File: config.mk
export PLATFORM = sky130hd
export DESIGN_NAME = sys_array_sequencer
export DESIGN_NICKNAME = d
export VERILOG_FILES = /design/src/rtl/sys_array_sequencer.sv
export SDC_FILE = /design/constraint.sdc
export NUM_CORES = 1
export LEC_CHECK = 0
export ABC_AREA = 0
export CAP_MARGIN = 40
export CORE_ASPECT_RATIO = 1.4
export CORE_MARGIN = 1
export CORE_UTILIZATION = 52
export DETAILED_ROUTE_END_ITERATION = 7
export GPL_TIMING_DRIVEN = 0
export PLACE_DENSITY = 0.81
export SLEW_MARGIN = 20
export SYNTH_ARGS = -nofsm -noshare
export SYNTH_HDL_FRONTEND = slang
export SYNTH_SLANG_ARGS = --single-unit
File: constraint.sdc
create_clock -name clk -period 3.7 [get_ports clk]
set_clock_uncertainty 0.1 [all_clocks]
set_input_delay 0.925 -clock clk [delete_from_list [all_inputs] [get_ports clk]]
set_output_delay 0.925 -clock clk [all_outputs]
set_load 0.005 [all_outputs]
File: src/rtl/sys_array_sequencer.sv
// Wave sequencer for an N x N systolic MAC array: snapshots A/B, feeds skewed
// diagonal operand waves into the array edges and handshakes start/done per wave.
`timescale 1ns/1ps

module sys_array_sequencer #(
  parameter int N        = 3,
  parameter int W        = 8,
  parameter int TICK_DIV = 11,
  parameter int TIMEOUT  = 64
) (
  input  logic                        clk,
  input  logic                        rst_n,
  input  logic                        start,
  input  logic [N*N*W-1:0]            a_flat,
  input  logic [N*N*W-1:0]            b_flat,
  input  logic [N*N-1:0]              mac_done,
  output logic [N*N-1:0]              mac_start,
  output logic [N*W-1:0]              a_row_in,
  output logic [N*W-1:0]              b_col_in,
  output logic [$clog2(3*N-2)-1:0]    wave,
  output logic                        busy,
  output logic                        done,
  output logic                        err
);

  localparam int WAVE_W    = $clog2(3*N-2);
  localparam int LAST_WAVE = 3*N-3;
  localparam int TCW       = (TICK_DIV > 1) ? $clog2(TICK_DIV) : 1;
  localparam int WDW       = $clog2(TIMEOUT+1);

  typedef enum logic [2:0] {
    S_IDLE,
    S_LOAD,
    S_FIRE,
    S_WAIT,
    S_DONE
  } state_t;

  state_t               state_reg, state_next;
  logic [TCW-1:0]       tick_cnt_reg, tick_cnt_next;
  logic                 tick;
  logic [N*N*W-1:0]     a_snap_reg, a_snap_next;
  logic [N*N*W-1:0]     b_snap_reg, b_snap_next;
  logic [WAVE_W-1:0]    wave_reg, wave_next;
  logic [WDW-1:0]       wd_reg, wd_next;
  logic [N*N-1:0]       mac_start_reg, mac_start_next;
  logic [N*W-1:0]       a_row_reg, a_row_next;
  logic [N*W-1:0]       b_col_reg, b_col_next;
  logic                 err_reg, err_next;
  logic [N*N-1:0]       active_mask;
  logic                 all_done;
  logic [N*W-1:0]       a_ops, b_ops;

  assign tick          = (tick_cnt_reg == TCW'(TICK_DIV-1));
  assign tick_cnt_next = tick ? '0 : tick_cnt_reg + 1'b1;

  // PE(i,j) works on wave k while its diagonal offset k-i-j lies in 0..N-1.
  genvar gi, gj;
  generate
    for (gi = 0; gi < N; gi++) begin : g_row
      for (gj = 0; gj < N; gj++) begin : g_col
        assign active_mask[gi*N+gj] = (int'(wave_reg) >= gi+gj) &&
                                      (int'(wave_reg) <= gi+gj+N-1);
      end
    end
  endgenerate

  assign all_done = ((mac_done & active_mask) == active_mask);

  always_ff @(posedge clk or negedge rst_n) begin
    if (!rst_n) begin
      state_reg     <= S_IDLE;
      tick_cnt_reg  <= '0;
      a_snap_reg    <= '0;
      b_snap_reg    <= '0;
      wave_reg      <= '0;
      wd_reg        <= '0;
      mac_start_reg <= '0;
      a_row_reg     <= '0;
      b_col_reg     <= '0;
      err_reg       <= 1'b0;
    end else begin
      tick_cnt_reg <= tick_cnt_next;
      if (tick) begin
        state_reg     <= state_next;
        a_snap_reg    <= a_snap_next;
        b_snap_reg    <= b_snap_next;
        wave_reg      <= wave_next;
        wd_reg        <= wd_next;
        mac_start_reg <= mac_start_next;
        a_row_reg     <= a_row_next;
        b_col_reg     <= b_col_next;
        err_reg       <= err_next;
      end
    end
  end

  always_comb begin
    state_next     = state_reg;
    a_snap_next    = a_snap_reg;
    b_snap_next    = b_snap_reg;
    wave_next      = wave_reg;
    wd_next        = wd_reg;
    err_next       = err_reg;
    mac_start_next = '0;
    case (state_reg)
      S_IDLE, S_DONE: begin
        if (start) begin
          a_snap_next = a_flat;
          b_snap_next = b_flat;
          wave_next   = '0;
          err_next    = 1'b0;
          state_next  = S_LOAD;
        end
      end
      S_LOAD: begin
        mac_start_next = active_mask;
        state_next     = S_FIRE;
      end
      S_FIRE: begin
        wd_next    = '0;
        state_next = S_WAIT;
      end
      S_WAIT: begin
        // Completion is checked first so it wins over a same-tick watchdog expiry.
        if (all_done) begin
          if (int'(wave_reg) == LAST_WAVE) begin
            state_next = S_DONE;
          end else begin
            wave_next  = wave_reg + 1'b1;
            state_next = S_LOAD;
          end
        end else if ((wd_reg + 1'b1) == WDW'(TIMEOUT)) begin
          err_next   = 1'b1;
          wave_next  = '0;
          wd_next    = '0;
          state_next = S_IDLE;
        end else begin
          wd_next = wd_reg + 1'b1;
        end
      end
      default: state_next = S_IDLE;
    endcase
  end

  // Operands for the wave being entered, read from the snapshot that will be in
  // force, so a fresh start feeds wave 0 from the values latched on that same tick.
  always_comb begin
    a_ops = '0;
    b_ops = '0;
    for (int i = 0; i < N; i++) begin
      for (int j = 0; j < N; j++) begin
        if (int'(wave_next) == i+j) begin
          a_ops[i*W +: W] = a_snap_next[(i*N+j)*W +: W];
          b_ops[j*W +: W] = b_snap_next[(i*N+j)*W +: W];
        end
      end
    end
  end

  always_comb begin
    a_row_next = '0;
    b_col_next = '0;
    case (state_next)
      S_LOAD: begin
        a_row_next = a_ops;
        b_col_next = b_ops;
      end
      S_FIRE, S_WAIT: begin
        a_row_next = a_row_reg;
        b_col_next = b_col_reg;
      end
      default: begin
        a_row_next = '0;
        b_col_next = '0;
      end
    endcase
  end

  assign mac_start = mac_start_reg;
  assign a_row_in  = a_row_reg;
  assign b_col_in  = b_col_reg;
  assign wave      = wave_reg;
  assign err       = err_reg;
  assign busy      = (state_reg == S_LOAD) || (state_reg == S_FIRE) || (state_reg == S_WAIT);
  assign done      = (state_reg == S_DONE);

endmodule
# Word-level counts from Yosys, hierarchy flattened
# Cells that the tools add are included.
# W data, S select, Z words.
[totals]
register_bits = 219
latch_bits = 0
ram_bits = 0
mem_bits_ro = 0
in_bits = 156
out_inout_bits = 63
elab_cells = 100
mem_count = 0
[op_classes]
n_addsub = 3
multipliers = 0
div = 0
magnitude_cmp = 9
eq_ne = 18
n_shift = 0
muxes = 43
n_bitwise = 2
n_reduce_logical = 15
[ops]
columns = ["cell", "count"]
rows = [
  ["$mux W72", 4],
  ["$mux W8", 18],
  ["$pmux W24 S2", 2],
  ["$mux W3", 8],
  ["$eq A3 B2 Y1 const B", 6],
  ["$mux W7", 2],
  ["$pmux W7 S2", 1],
  ["$eq A3 B3 Y1 const B", 4],
  ["$pmux W3 S4", 1],
  ["$and A9 B9 Y9", 1],
  ["$eq A9 B9 Y1", 1],
  ["$le A3 B3 Y1 const B", 3],
  ["$mux W9", 1],
  ["$add A7 B1 Y7 const B", 1],
  ["$eq A7 B7 Y1 const B", 1],
  ["$eq A3 B1 Y1 const B", 2],
  ["$ge A3 B2 Y1 const B", 2],
  ["$le A3 B2 Y1 const B", 2],
  ["$logic_not A3 Y1", 2],
  ["$ne A2 B2 Y1 const B", 3],
  ["$pmux W3 S2", 1],
  ["$reduce_and A5 Y1", 1],
  ["$add A4 B1 Y4 const B", 1],
  ["$eq A4 B4 Y1 const B", 1],
  ["other kinds (13)", 21],
]

# Logic depth before layout (Yosys ltp)
# Gate-level depths: netlist of the first run.
[depth]
ltp_word = 11
depth_mapped = 13
ltp_nobuf = 9

# Worst setup path after synthesis of the first run
# No wires, ideal clock.
[synth_path]
kind = "flip-flop to flip-flop"
start = "reg wave_reg[2] (netlist: wave[2])"
end = "reg b_col_reg[11] (netlist: b_col_in[11])"
setup_ns = 0.095
arrival_time_ns = 3.177
required_ns = 3.505
setup_slack_ns = 0.328
path_stages_with_launch = 13
path_buffers = 3
period_less_slack_ns = 3.372
path_cell_list = "dfrtp_1 clkbuf_1 inv_1 ha_1 a211oi_1 a221oi_1 a2111o_1 buf_6 and3_4 a2111o_1 buf_6 a311o_1 o31ai_1"
[synth_via]
elab_chain_cells = 11
elab_cells_between_ends = 38
cone_classes = "1 x add/sub; 9 x order compare; 8 x eq/ne; 12 x mux; 2 x bitwise; 6 x reduce/logical"
[synth_lines]
columns = ["element", "line_no", "source"]
rows = [
  ["start: declaration", "44", "logic [WAVE_W-1:0] wave_reg, wave_next;"],
  ["start signal: assignment", "88", "wave_reg <= wave_next;"],
  ["$ge A3 B1 Y1, or another cell as far along", "62", "assign active_mask[gi*N+gj] = (int'(wave_reg) >= gi+gj) &&"],
  ["$logic_and A1 B1 Y1", "62", ""],
  ["$and A9 B9 Y9", "68", "assign all_done = ((mac_done & active_mask) == active_mask);"],
  ["$eq A9 B9 Y1", "68", ""],
  ["$mux W3", "126", "if (all_done) begin"],
  ["$pmux W3 S2", "106", "case (state_reg)"],
  ["$eq A3 B2 Y1", "153", "if (int'(wave_next) == i+j) begin"],
  ["$mux W8 (3 in series)", "153", ""],
  ["$pmux W24 S2", "164", "case (state_next)"],
  ["end signal: assignment", "92", "b_col_reg <= b_col_next;"],
  ["end: declaration", "48", "logic [N*W-1:0] b_col_reg, b_col_next;"],
]
# Several ways; a longest one is shown, not always the timed one.
# A chain may end at the register's enable or synchronous reset.

# Final worst setup path of the first run
[layout_path]
start = "reg wave_reg[1] (netlist: wave[1])"
end = "reg a_row_reg[12] (netlist: a_row_in[12])"
[layout_via]
elab_chain_cells = 11
elab_cells_between_ends = 38
cone_classes = "1 x add/sub; 9 x order compare; 8 x eq/ne; 12 x mux; 2 x bitwise; 6 x reduce/logical"
[layout_lines]
columns = ["element", "line_no", "source"]
rows = [
  ["$ge A3 B1 Y1, or another cell as far along", "62", ""],
  ["$logic_and A1 B1 Y1", "62", ""],
  ["$and A9 B9 Y9", "68", ""],
  ["$eq A9 B9 Y1", "68", ""],
  ["$mux W3", "126", ""],
  ["$pmux W3 S2", "106", ""],
  ["$eq A3 B2 Y1", "153", ""],
  ["$mux W8 (3 in series)", "153", ""],
  ["$pmux W24 S2", "164", ""],
  ["end signal: assignment", "91", "a_row_reg <= a_row_next;"],
  ["end: declaration", "47", "logic [N*W-1:0] a_row_reg, a_row_next;"],
]
# Several ways; a longest one is shown, not always the timed one.

==> flow_metrics.tcl, run 1 <==
set metrics [dict create \
    leakage_nw 5.999 \
    status "complete, no violations" \
    maxSlewViolCount 0 \
    initialDrtViolationCount 741 \
    powerDensity_nw_per_um2 479.4 \
    layout_commonest_cell "clkdlybuf4s50_1" \
    synthXorXnorAreaFrac_pct 0.1613 \
    worst-path-max-fanout 7 \
    totalWireLength_um 33770 \
    rows 62 \
    power_mw 6.963 \
    grt_first_pass_wirelength_um 51810 \
    crit_start "wave[1]$_DFFE_PN0P_" \
    slew_headroom_pct 42.93 \
    finalCritPeriodShare_pct 99.79 \
    hold_viol_final 0 \
    multi_input_area_um2 5223 \
    min_period_ns 3.692 \
    num_io_pins 219 \
    finalSetupViolCount 0 \
    synth_nets 1188 \
    fin_area_um2 14520 \
    synth_mux_area_share_pct 19.46 \
    gp_congestion 0.9268 \
    post-route-util_pct 70.92 \
    synth-adder-area-share_pct 0.5760 \
    clkSinkCount 215 \
    syn_avg_cell_area_um2 10.57 \
    synth-simple-area-share_pct 13.78 \
    grt_pass1_vias 9806 \
    synth_compound_area_share_pct 12.78 \
    cts-htree-levels 1 \
    peakVddDrop_mv 0.3888 \
    fin_hold_ws_ns 0.2329 \
    async_flop_share_pct 100.0 \
    drt-pass1-iter-count 5 \
    antenna_found_initial 1 \
    synth_cell_types 51 \
    r2r-start "wave[1]$_DFFE_PN0P_" \
    end_kind "flip-flop" \
    ys_seq_area_share_pct 49.54 \
    place_ws_ns -0.6548 \
    arrival_ns 4.01 \
    die_y_um 173.0 \
    path_class "reg -> reg" \
    core_um2 20480 \
    start_util_pct 53.03 \
    regArea_um2 5381 \
    nNetsFinal 1448 \
    cts-buffers-inserted 22 \
    die-area_um2 21480 \
    die_w_um 124.1 \
    drc 0 \
    syn_inst 1027 \
    clkLatencyLatePin_ns 0.51 \
    vias 9552 \
    postPlaceCellArea_um2 13430 \
    syn_area_um2 10860 \
    cts_tree "yes" \
    mostFrequentLayoutCells "217 x clkdlybuf4s50_1, 214 x dfrtp_1, 212 x nand2_1" \
    start_kind "flip-flop" \
    syn2layout_area_growth_pct 33.73 \
    final_layout_size_suffix_gt1_share_pct 20.72 \
    post_drt_wl_per_cell_um 21.64 \
    crit_required_ns 4.02 \
    synth_top_flop_cell "dfrtp_1" \
    hold_path.class "in -> async" \
    via_per_inst 6.123 \
    ys_ff_latch 215 \
    dpl.hpwl_um 24050 \
    synth_top_family_by_area "multiplexers" \
    cts_root_buf "clkbuf_16" \
    portBuffers 218 \
    track_usage_pct 31.44 \
    grt_max_degree 100 \
    worstMarginPinSlew_ns 0.8561 \
    synth_edf_count 0 \
    yosys_warnings 0 \
    max_cap_violations 0 \
    n_fill_cell 1529 \
    rsz0062_at_grt "yes" \
    clk_pin_slew_worst_paths_ns 0.07 \
    max_freq_mhz 270.8 \
    worst_slack_ns 0.007731 \
    cts_buffer_depth 3 \
    gr-total-overflow 0 \
    antenna_left 0 \
]
[repair_timing]
action                                  CTS  global route
resized for setup                        35            56
hold endpoints to repair                  0             0
pin swaps                                 1            19
endpoints found under the setup margin   50            44
cloned                                    0             4
hold buffers                              0             0
setup buffers                             4            10
[cells in the mapped netlist (2+ instances only)]
| cell type | count | area [um2] |
|---|---|---|
| a22o_1 | 5 | 43.79 |
| mux2_2 | 145 | 1633 |
| a32o_1 | 16 | 160.2 |
| nor2b_1 | 4 | 25.02 |
| nor3_1 | 3 | 15.01 |
| ha_1 | 5 | 62.56 |
| o211ai_1 | 3 | 22.52 |
| xnor2_1 | 2 | 17.52 |
| a311oi_1 | 15 | 131.4 |
| a221oi_1 | 3 | 26.28 |
| nor4_1 | 16 | 100.1 |
| and2_1 | 7 | 43.79 |
| nand2b_1 | 4 | 25.02 |
| a21oi_1 | 23 | 115.1 |
| nand2_1 | 213 | 799.5 |
| o21ai_0 | 50 | 250.2 |
| or2_2 | 4 | 25.02 |
| a21o_1 | 2 | 15.01 |
| clkbuf_1 | 74 | 277.8 |
| buf_2 | 4 | 20.02 |
| o31ai_1 | 20 | 150.1 |
| o221ai_1 | 16 | 140.1 |
| nand3_1 | 25 | 125.1 |
| buf_4 | 5 | 37.54 |
| a311o_1 | 17 | 170.2 |
| dfrtp_1 | 215 | 5380 |
| buf_6 | 4 | 45.04 |
| inv_1 | 5 | 18.77 |
| mux2i_1 | 48 | 480.5 |
| nand4_1 | 19 | 118.9 |
| a2111o_1 | 2 | 22.52 |
| and3_1 | 18 | 112.6 |
| nor2_1 | 16 | 60.06 |
| a211oi_1 | 2 | 15.01 |
[path summary, 6_finish.rpt]
kind / endpoint / slack [ns] / cells after the start
setup / recovery: a_row_in[12]$_DFFE_PN0P_ / 0.008 / 12
hold / removal: a_snap_reg[58]$_DFFE_PN0P_ / 0.23 / 1
setup reg to reg: a_row_in[12]$_DFFE_PN0P_ / 0.008 / 12
hold reg to reg: b_col_in[8]$_DFFE_PN0P_ / 0.38 / 2
max in group asynchronous: b_snap_reg[15]$_DFFE_PN0P_ / 2.43 / 2
min in group clk: b_col_in[8]$_DFFE_PN0P_ / 0.38 / 2
[metrics by stage]
step	instances	setup TNS, ns
after floorplan	1027	0
after global placement	1501	-1651.02
after detailed placement	1504	-33.79
after CTS	1547	0
after global routing	1560	-0.3280
final	1560	0
[critical path, stage by stage (launching register included)]
cell,delay (ns)
dfrtp_2,0.37
buf_6,0.11
inv_2,0.04
ha_2,0.16
or4_4,0.47
o211a_1,0.13
a2111o_2,0.48
buf_6,0.16
a31o_4,0.22
a2111o_2,0.58
buf_6,0.19
a311o_1,0.34
o31ai_1,0.24
[layer usage]
layer	share of wire, %	track usage (%)	routed length, um
met5	0	0	0
met4	5.1	15.48	1730
met3	7.9	6.464	2677
met2	50	53.27	17010
met1	37	37.17	12340
[report_power, final]
| part | total, mW | leakage [nW] | switching, mW | internal, mW |
|---|---|---|---|---|
| logic | 1.95 | 2.90 | 1.09 | 0.860 |
| clock network | 2.26 | 0.354 | 0.931 | 1.33 |
| registers | 2.75 | 2.75 | 0.150 | 2.60 |
| total | 6.96 | 6.00 | 2.17 | 4.79 |
[layout make-up]
class / count / area share (%)
diodes: 1 / 0.01723
plain buffers: 85 / 3.007
clock buffers: 37 / 4.738
clock inverters: 3 / 0.2929
inverters: 5 / 0.1292
multi-input cells: 719 / 35.96
flip-flops and latches: 215 / 37.05
well taps: 256 / 2.205
repair buffers: 239 / 16.60
[logic make-up (layout without fill, tap and decap cells)]
kind of cell             after synthesis  after routing
AO/OA/AOI/OAI                        185            185
XOR/XNOR                               2              2
adder cells (fa/ha/maj)                5              5
buffers and inverters                 93            369
flip-flops                           215            215
multiplexers                         193            193
other                                  0              1
AND/OR/NAND/NOR                      334            334
No activity file was read; power rests on OpenSTA's default activity.
==> run 2: changes to the inputs <==
--- a/config.mk
+++ b/config.mk
@@ -7,7 +7,6 @@
 export LEC_CHECK = 0
 export ABC_AREA = 0
 export CAP_MARGIN = 40
-export CORE_ASPECT_RATIO = 1.4
 export CORE_MARGIN = 1
 export CORE_UTILIZATION = 52
 export DETAILED_ROUTE_END_ITERATION = 7
==> flow_metrics.tcl, run 2 (same netlist as run 1, synthesis figures left out) <==
set metrics [dict create \
    max_cap_violations 0 \
    max_freq_mhz 270.9 \
    clkSinkCount 215 \
    mostFrequentLayoutCells "217 x clkdlybuf4s50_1, 214 x dfrtp_1, 212 x nand2_1" \
    num_io_pins 219 \
    clkLatencyLatePin_ns 0.52 \
    peakVddDrop_mv 0.3519 \
    grt_first_pass_wirelength_um 50910 \
    antenna_found_initial 3 \
    powerDensity_nw_per_um2 482.8 \
    place_ws_ns -0.5809 \
    cts_root_buf "clkbuf_16" \
    end_kind "flip-flop" \
    antenna_left 0 \
    postPlaceCellArea_um2 13450 \
    die_y_um 146.5 \
    worst_slack_ns 0.009214 \
    start_kind "flip-flop" \
    crit_required_ns 4.06 \
    clk_pin_slew_worst_paths_ns 0.06 \
    syn2layout_area_growth_pct 33.14 \
    rows 52 \
    hold_viol_final 0 \
    die_w_um 146.5 \
    maxSlewViolCount 0 \
    worst-path-max-fanout 10 \
    cts_buffer_depth 3 \
    cts-htree-levels 1 \
    totalWireLength_um 33140 \
    fin_hold_ws_ns 0.1995 \
    start_util_pct 53.33 \
    slew_headroom_pct 45.81 \
    drt-pass1-iter-count 5 \
    fin_area_um2 14460 \
    initialDrtViolationCount 625 \
    grt_pass1_vias 9518 \
    min_period_ns 3.691 \
    finalCritPeriodShare_pct 99.75 \
    core_um2 20360 \
    hold_path.class "in -> async" \
    worstMarginPinSlew_ns 0.8129 \
    gr-total-overflow 0 \
    track_usage_pct 30.62 \
    post-route-util_pct 71.01 \
    cts_tree "yes" \
    grt_max_degree 89 \
    cts-buffers-inserted 23 \
    layout_commonest_cell "clkdlybuf4s50_1" \
    die-area_um2 21470 \
    finalSetupViolCount 0 \
    rsz0062_at_grt "yes" \
    post_drt_wl_per_cell_um 21.10 \
    gp_congestion 0.9272 \
    vias 9556 \
    drc 0 \
    n_fill_cell 1470 \
    nNetsFinal 1445 \
    final_layout_size_suffix_gt1_share_pct 20.15 \
    path_class "reg -> reg" \
    leakage_nw 5.981 \
    dpl.hpwl_um 23320 \
    arrival_ns 4.05 \
    portBuffers 218 \
    status "complete, no violations" \
    via_per_inst 6.083 \
]
==> run 2: cell types whose count changed in the layout (fill, tap and decap cells not counted), moves of 2 or more <==
cell      before  now
buf_4         18   16
o31ai_2        3    5
o31ai_1       17   15
a311oi_1       8   13
clkbuf_8       6    8
clkinv_2       1    4
nor4_2         0    3
nor4_1        16   13
a311oi_2       7    2
clkbuf_4       4    2
buf_2          5    7
buf_6         12    6
==> run 2: final timing paths <==
check | slack [ns] | end | start | depth (start not counted)
worst max-delay path | 0.009 | b_col_in[7]$_DFFE_PN0P_ | wave[1]$_DFFE_PN0P_ | 12
worst min-delay path | 0.20 | b_snap_reg[34]$_DFFE_PN0P_ | rst_n | 1
worst max register to register | 0.009 | b_col_in[7]$_DFFE_PN0P_ | wave[1]$_DFFE_PN0P_ | 12
worst min register to register | 0.38 | mac_start[8]$_DFFE_PN0P_ | mac_start[8]$_DFFE_PN0P_ | 2
max in group asynchronous | 2.16 | b_snap_reg[25]$_DFFE_PN0P_ | rst_n | 3
min in group clk | 0.38 | mac_start[8]$_DFFE_PN0P_ | mac_start[8]$_DFFE_PN0P_ | 2
==> run 2: worst max-delay path, stage by stage (launching register included) <==
cell and delay [ns]:
dfrtp_1 0.36, buf_6 0.13, inv_4 0.05, ha_4 0.15, or4_4 0.48, o211a_1 0.12, a2111o_1 0.43, buf_6 0.17
a31o_4 0.23, a2111o_2 0.56, clkbuf_4 0.24, a311oi_1 0.38, a32o_1 0.22
==> run 2: metal layers <==
| layer | share of wire, % | wire length (um) | track usage (%) | up-vias |
|---|---|---|---|---|
| li1 | - | - | - | 4262 |
| met1 | 39 | 13000 | 37.77 | 4675 |
| met2 | 47 | 15590 | 49.05 | 502 |
| met3 | 9.2 | 3041 | 8.375 | 113 |
| met4 | 4.5 | 1483 | 16.46 | 4 |
| met5 | 0.081 | 27 | 0 | - |
==> run 2: final cells by class <==
| cell class | instances | area (um2) | area share [%] |
|---|---|---|---|
| multi-input cells | 719 | 5197 | 35.94 |
| clock buffers | 35 | 700.7 | 4.846 |
| well taps | 270 | 337.8 | 2.336 |
| clock inverters | 6 | 58.81 | 0.4067 |
| diodes | 1 | 2.502 | 0.01731 |
| plain buffers | 86 | 412.9 | 2.855 |
| inverters | 5 | 21.27 | 0.1471 |
| flip-flops and latches | 215 | 5381 | 37.22 |
| repair buffers | 234 | 2347 | 16.23 |
==> run 2: through the flow <==
stage / TNS [ns] / instances / total power, mW
3_3_place_gp: -1650.98 / 1515 / 4.464
6_report: 0 / 1571 / 6.981
3_5_place_dp: -34.12 / 1519 / 4.525
5_1_grt: -0.8462 / 1570 / 7.247
4_1_cts: 0 / 1562 / 6.869
2_1_floorplan: 0 / 1027 / 3.723
==> run 2: timing repair <==
item                       in CTS  in global routing
gates cloned                    0                  2
pin swaps                       1                 21
setup buffers                   3                  6
resized for setup              19                 46
setup endpoints to repair      49                 54
hold buffers                    0                  0
==> run 2: power by group <==
group | internal (mW) | leakage, nW | switching [mW]
logic | 0.828 | 2.86 | 1.07
registers | 2.60 | 2.75 | 0.155
clock network | 1.37 | 0.380 | 0.956
total | 4.80 | 5.98 | 2.18
